File: config.mk
export PLATFORM = sky130hd
export DESIGN_NAME = sender_scheduler
export DESIGN_NICKNAME = d
export VERILOG_FILES = /design/src/rtl/sender_pkg.sv /design/src/rtl/sender_scheduler_rr_pick.sv /design/src/rtl/sender_scheduler.sv
export SDC_FILE = /design/constraint.sdc
export NUM_CORES = 1
export LEC_CHECK = 0
export CAP_MARGIN = 20
export CELL_PAD_IN_SITES_DETAIL_PLACEMENT = 0
export CELL_PAD_IN_SITES_GLOBAL_PLACEMENT = 1
export CORE_MARGIN = 5
export CORE_UTILIZATION = 28
export CTS_BUF_LIST = sky130_fd_sc_hd__clkbuf_8 sky130_fd_sc_hd__clkbuf_16
export CTS_CLUSTER_SIZE = 20
export DETAILED_ROUTE_END_ITERATION = 10
export PLACE_DENSITY_LB_ADDON = 0.15
export SLEW_MARGIN = 20
export SYNTH_ARGS = -nofsm -noshare
export SYNTH_HDL_FRONTEND = slang
export SYNTH_HIERARCHICAL = 1
export SYNTH_SLANG_ARGS = --single-unit
File: constraint.sdc
create_clock -name clk -period 6.8 [get_ports clk]
set_clock_uncertainty 0.2 [all_clocks]
set_input_delay 1.36 -clock clk [delete_from_list [all_inputs] [get_ports clk]]
set_output_delay 1.36 -clock clk [all_outputs]
set_load 0.005 [all_outputs]
File: src/rtl/sender_pkg.sv
`default_nettype none
// ============================================================================
// Module      : sender_pkg
// Description : Shared constants and types for the 40-bit serial sender and
//               its round-robin scheduler.
// Revision    : 1.0 - initial release
// ============================================================================
package sender_pkg;

  // Width of one parallel word handed to the serial sender.
  localparam int WORD_W = 40;

  // Width of the shared ISSUE/GAP cycle counter.
  localparam int CNT_W = 8;

  typedef enum logic [1:0] {
    IDLE  = 2'd0,
    ISSUE = 2'd1,
    GAP   = 2'd2
  } sched_state_t;

endpackage
`default_nettype wire

File: src/rtl/sender_scheduler_rr_pick.sv
`default_nettype none
// ============================================================================
// Module      : rr_pick
// Description : Combinational round-robin picker. Returns the first set
//               request bit at or above ptr, wrapping modulo N_REQ.
// Revision    : 1.0 - initial release
// ============================================================================
module rr_pick #(
  parameter int N_REQ = 4,
  parameter int IDX_W = $clog2(N_REQ)
) (
  input  logic [N_REQ-1:0] req_valid,
  input  logic [IDX_W-1:0] ptr,
  output logic             any,
  output logic [IDX_W-1:0] idx
);

  // (p + k) mod N_REQ without a divider; both operands are already < N_REQ.
  function automatic logic [IDX_W-1:0] wrap_add(input int p, input int k);
    int s;
    s = p + k;
    if (s >= N_REQ) s = s - N_REQ;
    return IDX_W'(s);
  endfunction

  // Scan offsets from farthest to nearest so the nearest set bit wins.
  always_comb begin
    logic [IDX_W-1:0] cand;
    cand = '0;
    any  = |req_valid;
    idx  = ptr;
    for (int k = N_REQ - 1; k >= 0; k--) begin
      cand = wrap_add(int'(ptr), k);
      if (req_valid[cand]) idx = cand;
    end
  end

endmodule
`default_nettype wire

File: src/rtl/sender_scheduler.sv
`default_nettype none
// ============================================================================
// Module      : sender_scheduler
// Description : Round-robin scheduler sharing one serial sender among N_REQ
//               requesters: grants in IDLE, holds snd_valid for HOLD_CYCLES,
//               then cools down for GAP_CYCLES before the next grant.
// Revision    : 1.0 - initial release
// ============================================================================
module sender_scheduler
  import sender_pkg::*;
#(
  parameter int N_REQ       = 4,
  parameter int HOLD_CYCLES = 2,
  parameter int GAP_CYCLES  = 4
) (
  input  logic                       clk,
  input  logic                       rst,
  input  logic [N_REQ-1:0]           req_valid,
  input  logic [N_REQ*WORD_W-1:0]    req_data,
  output logic [N_REQ-1:0]           req_ack,
  output logic [WORD_W-1:0]          snd_data,
  output logic                       snd_valid,
  output logic [$clog2(N_REQ)-1:0]   grant_id,
  output logic                       busy
);

  localparam int IDX_W = $clog2(N_REQ);

  // Counter reload values: the counter reaches zero in the last cycle of a state.
  localparam logic [CNT_W-1:0] HOLD_LOAD = CNT_W'(HOLD_CYCLES - 1);
  localparam logic [CNT_W-1:0] GAP_LOAD  = (GAP_CYCLES == 0) ? '0 : CNT_W'(GAP_CYCLES - 1);
  localparam bit               GAP_EN    = (GAP_CYCLES != 0);

  sched_state_t            state_q, state_d;
  logic [CNT_W-1:0]        cnt_q, cnt_d;
  logic [IDX_W-1:0]        ptr_q, ptr_d;
  logic [N_REQ-1:0]        req_ack_q, req_ack_d;
  logic [WORD_W-1:0]       snd_data_q, snd_data_d;
  logic                    snd_valid_q, snd_valid_d;
  logic [IDX_W-1:0]        grant_id_q, grant_id_d;
  logic                    busy_q, busy_d;

  logic                    pick_any;
  logic [IDX_W-1:0]        pick_idx;

  rr_pick #(
    .N_REQ (N_REQ),
    .IDX_W (IDX_W)
  ) u_rr_pick (
    .req_valid (req_valid),
    .ptr       (ptr_q),
    .any       (pick_any),
    .idx       (pick_idx)
  );

  // Next-state, counter, pointer and registered-output logic.
  always_comb begin
    state_d    = state_q;
    cnt_d      = cnt_q;
    ptr_d      = ptr_q;
    req_ack_d  = '0;
    snd_data_d = snd_data_q;
    grant_id_d = grant_id_q;

    case (state_q)
      IDLE: begin
        if (pick_any) begin
          state_d              = ISSUE;
          cnt_d                = HOLD_LOAD;
          ptr_d                = (pick_idx == IDX_W'(N_REQ - 1)) ? '0 : pick_idx + 1'b1;
          snd_data_d           = req_data[pick_idx*WORD_W +: WORD_W];
          grant_id_d           = pick_idx;
          req_ack_d[pick_idx]  = 1'b1;
        end
      end
      ISSUE: begin
        if (cnt_q == '0) begin
          if (GAP_EN) begin
            state_d = GAP;
            cnt_d   = GAP_LOAD;
          end else begin
            state_d = IDLE;
          end
        end else begin
          cnt_d = cnt_q - 1'b1;
        end
      end
      GAP: begin
        if (cnt_q == '0) begin
          state_d = IDLE;
        end else begin
          cnt_d = cnt_q - 1'b1;
        end
      end
      default: state_d = IDLE;
    endcase

    // Valid and busy are registered images of the state being entered.
    snd_valid_d = (state_d == ISSUE);
    busy_d      = (state_d != IDLE);
  end

  // State and output registers; reset returns to IDLE with everything cleared.
  always_ff @(posedge clk) begin
    if (rst) begin
      state_q     <= IDLE;
      cnt_q       <= '0;
      ptr_q       <= '0;
      req_ack_q   <= '0;
      snd_data_q  <= '0;
      snd_valid_q <= 1'b0;
      grant_id_q  <= '0;
      busy_q      <= 1'b0;
    end else begin
      state_q     <= state_d;
      cnt_q       <= cnt_d;
      ptr_q       <= ptr_d;
      req_ack_q   <= req_ack_d;
      snd_data_q  <= snd_data_d;
      snd_valid_q <= snd_valid_d;
      grant_id_q  <= grant_id_d;
      busy_q      <= busy_d;
    end
  end

  assign req_ack   = req_ack_q;
  assign snd_data  = snd_data_q;
  assign snd_valid = snd_valid_q;
  assign grant_id  = grant_id_q;
  assign busy      = busy_q;

endmodule
`default_nettype wire

==> flow_summary.json, run 1 <==
{
  "routed-wl-met3_mm": 1.15,
  "path_class": "input pin to flop",
  "tritoncts": "built",
  "path_depth": 6,
  "critPathRequiredTime_ns": 6.83,
  "ys_warn_count": 6,
  "top_layer": "met4",
  "clk_pin_slew_ns": 0.05,
  "area_growth_pct": 74.4,
  "cts_buffers": 9,
  "worstMarginPinSlew_ns": 0.998,
  "htreeDepth": 3,
  "cp.buffers_inverters": 1,
  "layout_commonest_cell": "clkdlybuf4s50_1",
  "total_power_w": 0.00240,
  "grt-ovfl-total": 0,
  "ctsResizeCount": 0,
  "async_flop_share": 0,
  "die_h_um": 121,
  "r2r_cells": 5,
  "grtUsageTotal": 0.168,
  "hold_ws_ns": 0.251,
  "final_layout_size_suffix_gt1_frac": 0.129,
  "cpPeakStageDelay_ns": 0.71,
  "io_pins": 214,
  "antenna_found_initial": 0,
  "synth_area_sq_um": 3460,
  "start_util": 0.287,
  "fill_cells": 1184,
  "clk_latency_ns": 0.32,
  "first_iter_violations": 134,
  "drc": 0,
  "cap_violations": 0,
  "ys.flop_type": "dfxtp_1",
  "gp_congestion": 0.798,
  "worst-path-max-fanout": 35,
  "crit_chain": "clkdlybuf4s50_1 -> and3b_1 -> or4_1 -> nand2_2 -> nand3_1 -> o22ai_1",
  "die_w_um": 121,
  "drt-total-wl_mm": 12.4,
  "synth_cell_types": 48,
  "die_area_sq_um": 14700,
  "p_per_area_nw_per_um2": 397,
  "finalCritPeriodShare": 0.608,
  "clk_path_buf_depth": 2,
  "whs_path_depth": 2,
  "period_needed_ns": 4.13,
  "antenna_cells": 0,
  "vias_per_cell": 4.87,
  "r2r_slack_ns": 3.81,
  "leakagePower_nw": 2.28,
  "synth_edf_count": 0,
  "syn_avg_cell_area_sq_um": 9.62,
  "cts_hold_buffers": 0,
  "ys_top_cells_by_area": "dfxtp_1, mux4_2, nand2_1",
  "hp-class": "flop to flop",
  "setup_violations": 0,
  "path_delay_family": "simple AND/OR/NAND/NOR gates",
  "dp_hpwl_mm": 9.21,
  "final_nets": 736,
  "layout_common_cells": "clkdlybuf4s50_1, nand2_1, dfxtp_1",
  "grt_pass1_wl_mm": 19.4,
  "root_buffer": "clkbuf_16",
  "wl_met2_mm": 6.01,
  "worstPathArrival_ns": 4.17,
  "ant_nets": 0,
  "numPortBuffers": 213,
  "wl_met1_mm": 5.06,
  "drv_slew": 0,
  "max_freq_mhz": 242,
  "via_count": 3568,
  "tns_ns": 0,
  "run_status": "finished clean",
  "holdPathEnd": "snd_data[35]",
  "synth_fp_nets": 536,
  "yosysSeqAreaShare": 0.347,
  "slew_headroom": 0.333,
  "grt_pass1_vias": 3782,
  "placementRows": 40,
  "ys_seq_elements": 60,
  "ir_drop_v": 0.000164,
  "worstSetupStartpointType": "input pin",
  "r2r_end": "snd_data[20]",
  "syn_inst": 360,
  "wl_per_cell_um": 16.9,
  "crit_slowest_cell": "nand2_2",
  "synth.top_cell.area_share": 0.347,
  "rsz0062_at_grt": "false",
  "finalHoldViolCount": 0,
  "cts_setup_buffers": 0,
  "reg2reg_from": "ptr_q[0]",
  "grt_max_degree": 57,
  "cts_num_sinks": 60,
  "first_pass_iters": 4,
  "end_kind": "flop",
  "min-delay-start": "snd_data[35]",
  "core-area_sq_um": 12100,
  "synth_largest_area_cell": "dfxtp_1"
}
-- tightest hold or removal path: stages, from the launching register on --
cell and delay [ns]:
dfxtp_1 0.30, nand2_1 0.05, a21oi_1 0.05
-- synthesized netlist by cell type, drive strengths merged (2+ instances only) --
| cell type | instances |
|---|---|
| or4 | 6 |
| inv | 11 |
| nand3 | 4 |
| mux4 | 29 |
| o31ai | 6 |
| mux2i | 11 |
| nor2 | 8 |
| and2 | 2 |
| nand2 | 70 |
| and3 | 6 |
| a21oi | 43 |
| clkbuf | 18 |
| a2111oi | 2 |
| dfxtp | 60 |
| mux2 | 11 |
| ha | 10 |
| a22oi | 11 |
| o22ai | 11 |
| and2b | 3 |
| buf | 9 |
| o21ai | 5 |
| or3 | 4 |
| nor3 | 3 |
-- routing by layer --
metal / vias to the layer above / track usage
met1: 1672 / 0.188
met2: 146 / 0.290
met5: - / 0
li1: 1738 / -
met4: 0 / 0.0672
met3: 12 / 0.0611
-- where the power goes --
group          switching (W)  internal, W  leakage [nW]
logic               0.000632     0.000713          1.63
registers          0.0000941     0.000501         0.495
clock network       0.000157     0.000301         0.155
-- registers in the layout, summed over array words and instances, names as in the netlist --
register	flops
req_ack	4
ptr_q	2
grant_id	2
snd_data	40
snd_valid	1
cnt_q	8
busy	1
state_q	2
-- cells by family (layout without fill, tap and decap cells) --
group           after synthesis  in the layout  synth area share
flops                        60             60             0.347
buf+inv                      38            243            0.0444
fa+ha+maj                    10             10            0.0361
compound gates               88             88             0.158
mux                          51             51             0.256
simple gates                113            113             0.159
-- area by class of cell --
cell class,count,area [sq um],area share
sequential,60,1200,0.199
multi-input combinational,262,2120,0.351
inverter,11,41.3,0.00684
clock buffer,11,253,0.0418
timing repair buffer,216,2160,0.358
clock inverter,5,50.0,0.00829
tap,168,210,0.0348
-- worst max-delay path by stage --
stage | startpoint | to
3_5_place_dp | req_valid[3] | snd_data[5]
6_report | req_valid[3] | snd_data[20]
5_1_grt | req_valid[3] | snd_data[20]
4_1_cts | req_valid[3] | snd_data[20]
3_3_place_gp | req_valid[3] | snd_data[29]
2_1_floorplan | req_valid[0] | snd_data[24]
-- per-stage QoR --
step / instances / worst slack [ns] / utilization / area [sq um]
floorplan: 360 / 3.34 / - / 3460
global placement: 716 / 2.37 / 0.474 / 5720
detailed placement: 716 / 2.25 / 0.474 / 5720
CTS: 732 / 2.61 / 0.499 / 6020
global route: 733 / 2.44 / 0.501 / 6040
finish: 733 / 2.67 / 0.501 / 6040
Power figures use the tool's default switching activity.
==> inputs of run 2 (changes only) <==
Settings changed: CORE_UTILIZATION 28 to 24.
Clock period 6.8 ns to 3.75 ns, I/O delays scaled along.
==> run 2 against run 1 <==
Net effect: clock-buffer cell count shrank 2; cell count increased by 2.9%; hold slack gained 0.0016 ns; combinational power rose by 89%; via count increased by 0.34%; routed wire length is 3.8% higher.
==> flow_summary.json, run 2 (synthesized netlist as in run 1, its figures left out) <==
{
  "run_status": "finished clean",
  "worstMarginPinSlew_ns": 0.774,
  "leakagePower_nw": 2.33,
  "start_util": 0.241,
  "switching_power_w": 0.00166,
  "grtUsageTotal": 0.144,
  "first_iter_violations": 145,
  "die_area_sq_um": 16900,
  "die_h_um": 130,
  "grt-ovfl-total": 0,
  "antenna_found_initial": 0,
  "ant_nets": 0,
  "p_per_area_nw_per_um2": 740,
  "antenna_cells": 0,
  "cap_violations": 0,
  "clk_path_buf_depth": 2,
  "core-area_sq_um": 14400,
  "ir_drop_v": 0.000264,
  "dp_hpwl_mm": 9.80,
  "drt-total-wl_mm": 12.9,
  "worstPathArrival_ns": 3.01,
  "ctsResizeCount": 0,
  "critPathRequiredTime_ns": 3.74,
  "first_pass_iters": 4,
  "final_nets": 741,
  "cts_num_sinks": 60,
  "grt_max_degree": 46,
  "setup_violations": 0,
  "tns_ns": 0,
  "area_growth_pct": 78.4,
  "rsz0062_at_grt": "false",
  "finalHoldViolCount": 0,
  "period_needed_ns": 3.02,
  "seqPwrFrac": 0.235,
  "grt_pass1_vias": 3799,
  "via_count": 3580,
  "end_kind": "flop",
  "die_w_um": 130,
  "path_class": "input pin to flop",
  "final_cells": 754,
  "root_buffer": "clkbuf_16",
  "finalCritPeriodShare": 0.804,
  "layout_commonest_cell": "clkdlybuf4s50_1",
  "largest_reg_flops": 40,
  "grt_pass1_wl_mm": 19.2,
  "cts_buffers": 9,
  "numPortBuffers": 213,
  "dp_cells": 738,
  "p_comb_frac": 0.552,
  "power.internal_w": 0.00292,
  "gp_congestion": 0.779,
  "worstSetupStartpointType": "input pin",
  "worst-path-max-fanout": 9,
  "drv_slew": 0,
  "clk_latency_ns": 0.33,
  "final_layout_size_suffix_gt1_frac": 0.137,
  "drc": 0,
  "clk_pin_slew_ns": 0.05,
  "cts_hold_buffers": 0,
  "io_pins": 214,
  "wl_per_cell_um": 17.1,
  "cts_setup_buffers": 0,
  "clock_power_share": 0.213,
  "swShare": 0.362,
  "placementRows": 44,
  "tritoncts": "built",
  "htreeDepth": 3,
  "max_freq_mhz": 331,
  "slew_headroom": 0.482,
  "layout_common_cells": "clkdlybuf4s50_1, nand2_1, dfxtp_1",
  "vias_per_cell": 4.75,
  "hp-class": "flop to flop"
}
[run 2: cell types whose count changed in the layout (fill, tap and decap cells not counted), sizes merged]
cell	change
buf	+5
bufinv	+2
clkbuf	-2
clkinv	-2
clkinvlp	+1
inv	+1
[run 2: routing by layer]
metal  vias up  track usage  routed length, um
met1      1686        0.167               5160
li1       1750            -                  -
met5         -            0                  0
met2       129        0.249               6470
met4         0       0.0501                204
met3        15       0.0487               1050
[run 2: power by group through the flow]
stage	sequential (W)	clock [W]	combinational, W
2_1_floorplan	0.00109	0	0.00148
3_5_place_dp	0.00109	0	0.00257
6_report	0.00108	0.000975	0.00253
5_1_grt	0.00111	0.00103	0.00279
3_3_place_gp	0.00108	0	0.00254
4_1_cts	0.00108	0.00100	0.00258
[run 2: worst paths after layout]
| check | cells after the start | end | from | slack [ns] |
|---|---|---|---|---|
| setup / recovery | 8 | snd_data[14] | req_valid[3] | 0.73 |
| hold / removal | 2 | snd_data[38] | snd_data[38] | 0.25 |
| setup reg to reg | 7 | snd_data[14] | ptr_q[0] | 1.35 |
| hold reg to reg | 2 | snd_data[38] | snd_data[38] | 0.25 |
[run 2: worst max-delay path: stages]
cell	delay, ns
clkdlybuf4s50_1	0.56
and2b_2	0.23
o21ai_0	0.20
o221a_4	0.37
buf_4	0.23
mux4_2	0.50
nand2_1	0.08
a21oi_1	0.07
[run 2: layout make-up]
class,instances,area (sq um)
flip-flops and latches,60,1200
multi-input cells,262,2120
repair buffers,221,2240
inverters,11,41.3
well taps,184,230
clock inverters,7,124
fillers,1416,8190
clock buffers,9,225
[run 2: stage by stage]
step | total power, W | util | hold WS, ns | setup slack, ns | instance area (sq um)
2_1_floorplan | 0.00257 | - | 0.253 | 0.902 | 3460
3_3_place_gp | 0.00362 | 0.406 | 0.241 | 0.445 | 5830
3_5_place_dp | 0.00366 | 0.406 | 0.247 | 0.397 | 5830
4_1_cts | 0.00466 | 0.430 | 0.255 | 0.722 | 6180
5_1_grt | 0.00493 | 0.430 | 0.273 | 0.590 | 6180
6_report | 0.00458 | 0.430 | 0.253 | 0.733 | 6180
==> inputs of run 3 (changes only) <==
Settings changed: CORE_UTILIZATION 24 to 26.
Clock period 3.75 ns to 3 ns, I/O delays scaled along.
==> run 3 against run 2 <==
Net effect: combinational power rose by 27%; clock-buffer cell count rose by 3; design area fell by 0.20%; utilization rose by 3.9 points; sequential share of layout area barely moved; first-iteration DRC count rose by 6.9%; global-route usage rose by 1.1 points; critical endpoint is now snd_data[4].
==> flow_summary.json, run 3 (synthesized netlist as in run 1, its figures left out) <==
{
  "clock_power_share": 0.173,
  "path_depth": 8,
  "r2r_cells": 6,
  "via_count": 3573,
  "crit_slowest_cell": "clkdlybuf4s50_1",
  "r2r_slack_ns": 0.63,
  "finalHoldViolCount": 0,
  "cts_setup_buffers": 0,
  "cts_buffers": 9,
  "startpoint": "req_valid[3]",
  "wl_per_cell_um": 16.6,
  "io_pins": 214,
  "antenna_found_initial": 0,
  "grt_max_degree": 46,
  "cp.buffers_inverters": 2,
  "worst_slack_ns": 0.313,
  "crit_chain": "clkdlybuf4s50_1 -> and2b_2 -> o21ai_0 -> o221a_4 -> buf_12 -> mux4_2 -> nand2_1 -> a21oi_1",
  "power.internal_w": 0.00353,
  "ant_nets": 0,
  "leakagePower_nw": 2.34,
  "dp_hpwl_mm": 9.70,
  "ctsResizeCount": 0,
  "whs_path_depth": 2,
  "hold_ws_ns": 0.250,
  "end_kind": "flop",
  "path_delay_family": "buffers and inverters",
  "critPathRequiredTime_ns": 3.00,
  "swShare": 0.362,
  "switching_power_w": 0.00200,
  "final_cells": 750,
  "cts_num_sinks": 60,
  "htreeDepth": 3,
  "vias_per_cell": 4.76,
  "core-area_sq_um": 13100,
  "grtUsageTotal": 0.155,
  "tritoncts": "built",
  "grt-ovfl-total": 0,
  "largest_reg_flops": 40,
  "start_util": 0.264,
  "die_area_sq_um": 15700,
  "reg2reg_from": "cnt_q[0]",
  "min-delay-start": "snd_data[18]",
  "cap_violations": 0,
  "clk_path_buf_depth": 2,
  "run_status": "finished clean",
  "p_comb_frac": 0.582,
  "die_h_um": 125,
  "fill_cells": 1288,
  "cts_hold_buffers": 0,
  "path_class": "input pin to flop",
  "placementRows": 42,
  "p_per_area_nw_per_um2": 896,
  "grt_pass1_wl_mm": 19.2,
  "final_layout_size_suffix_gt1_frac": 0.143,
  "place_area_sq_um": 5890,
  "antenna_cells": 0,
  "ir_drop_v": 0.000441,
  "drt-total-wl_mm": 12.4,
  "grt_pass1_vias": 3741,
  "holdPathEnd": "snd_data[18]",
  "dp_cells": 736,
  "drc": 0,
  "place_ws_ns": -0.0269,
  "max_freq_mhz": 372,
  "layout_commonest_cell": "clkdlybuf4s50_1",
  "clk_pin_slew_ns": 0.05,
  "worstMarginPinSlew_ns": 0.751,
  "worstSetupStartpointType": "input pin",
  "gp_congestion": 0.753,
  "drv_slew": 0,
  "first_pass_iters": 4,
  "clk_latency_ns": 0.33,
  "seqPwrFrac": 0.245,
  "first_iter_violations": 155,
  "r2r_end": "cnt_q[1]",
  "postLayoutCellArea_sq_um": 6170,
  "worst-path-max-fanout": 23,
  "die_w_um": 125,
  "numPortBuffers": 213,
  "layout_common_cells": "clkdlybuf4s50_1, nand2_1, dfxtp_1",
  "worstPathArrival_ns": 2.68,
  "slew_headroom": 0.497,
  "hp-class": "flop to flop",
  "root_buffer": "clkbuf_16",
  "area_growth_pct": 78.1,
  "finalCritPeriodShare": 0.896,
  "setup_violations": 0,
  "rsz0062_at_grt": "false",
  "cpPeakStageDelay_ns": 0.54,
  "total_power_w": 0.00553,
  "period_needed_ns": 2.69,
  "final_nets": 747
}
-- run 3: final cells by class --
type / instances / area [sq um] / share of cell area
Multi-Input combinational cell: 262 / 2120 / 0.344
Tap cell: 176 / 220 / 0.0357
Timing Repair Buffer: 227 / 2310 / 0.374
Clock buffer: 12 / 267 / 0.0432
Sequential cell: 60 / 1200 / 0.195
Clock inverter: 2 / 10.0 / 0.00162
Inverter: 11 / 41.3 / 0.00669
-- run 3: worst min-delay path, stage by stage (launching register included) --
cell     delay, ns
dfxtp_1       0.30
nand2_1       0.05
a21oi_1       0.05
-- run 3: worst max path at each step --
stage | to | slack, ns
after floorplan | snd_data[24] | 0.30
after global placement | snd_data[39] | -0.03
after detailed placement | snd_data[39] | -0.03
after CTS | snd_data[39] | 0.32
after global routing | snd_data[5] | 0.16
final | snd_data[4] | 0.31
-- run 3: layer usage --
layer  wire [um]  share of wire  track usage
met3         959          0.077       0.0516
met2        6160           0.50        0.268
met4         286          0.023       0.0657
met1        5030           0.40        0.175
met5           0              0            0
-- run 3: through the flow --
stage	TNS (ns)	utilization
2_1_floorplan	0	-
3_3_place_gp	-0.225	0.449
3_5_place_dp	-0.352	0.449
4_1_cts	0	0.470
5_1_grt	0	0.470
6_report	0	0.470
-- run 3: power groups by stage --
stage	logic (W)	clock network, W	registers (W)
after floorplan	0.00185	0	0.00136
after global placement	0.00326	0	0.00134
after detailed placement	0.00328	0	0.00136
after CTS	0.00329	0.000995	0.00135
after global routing	0.00354	0.00103	0.00140
final	0.00321	0.000958	0.00135
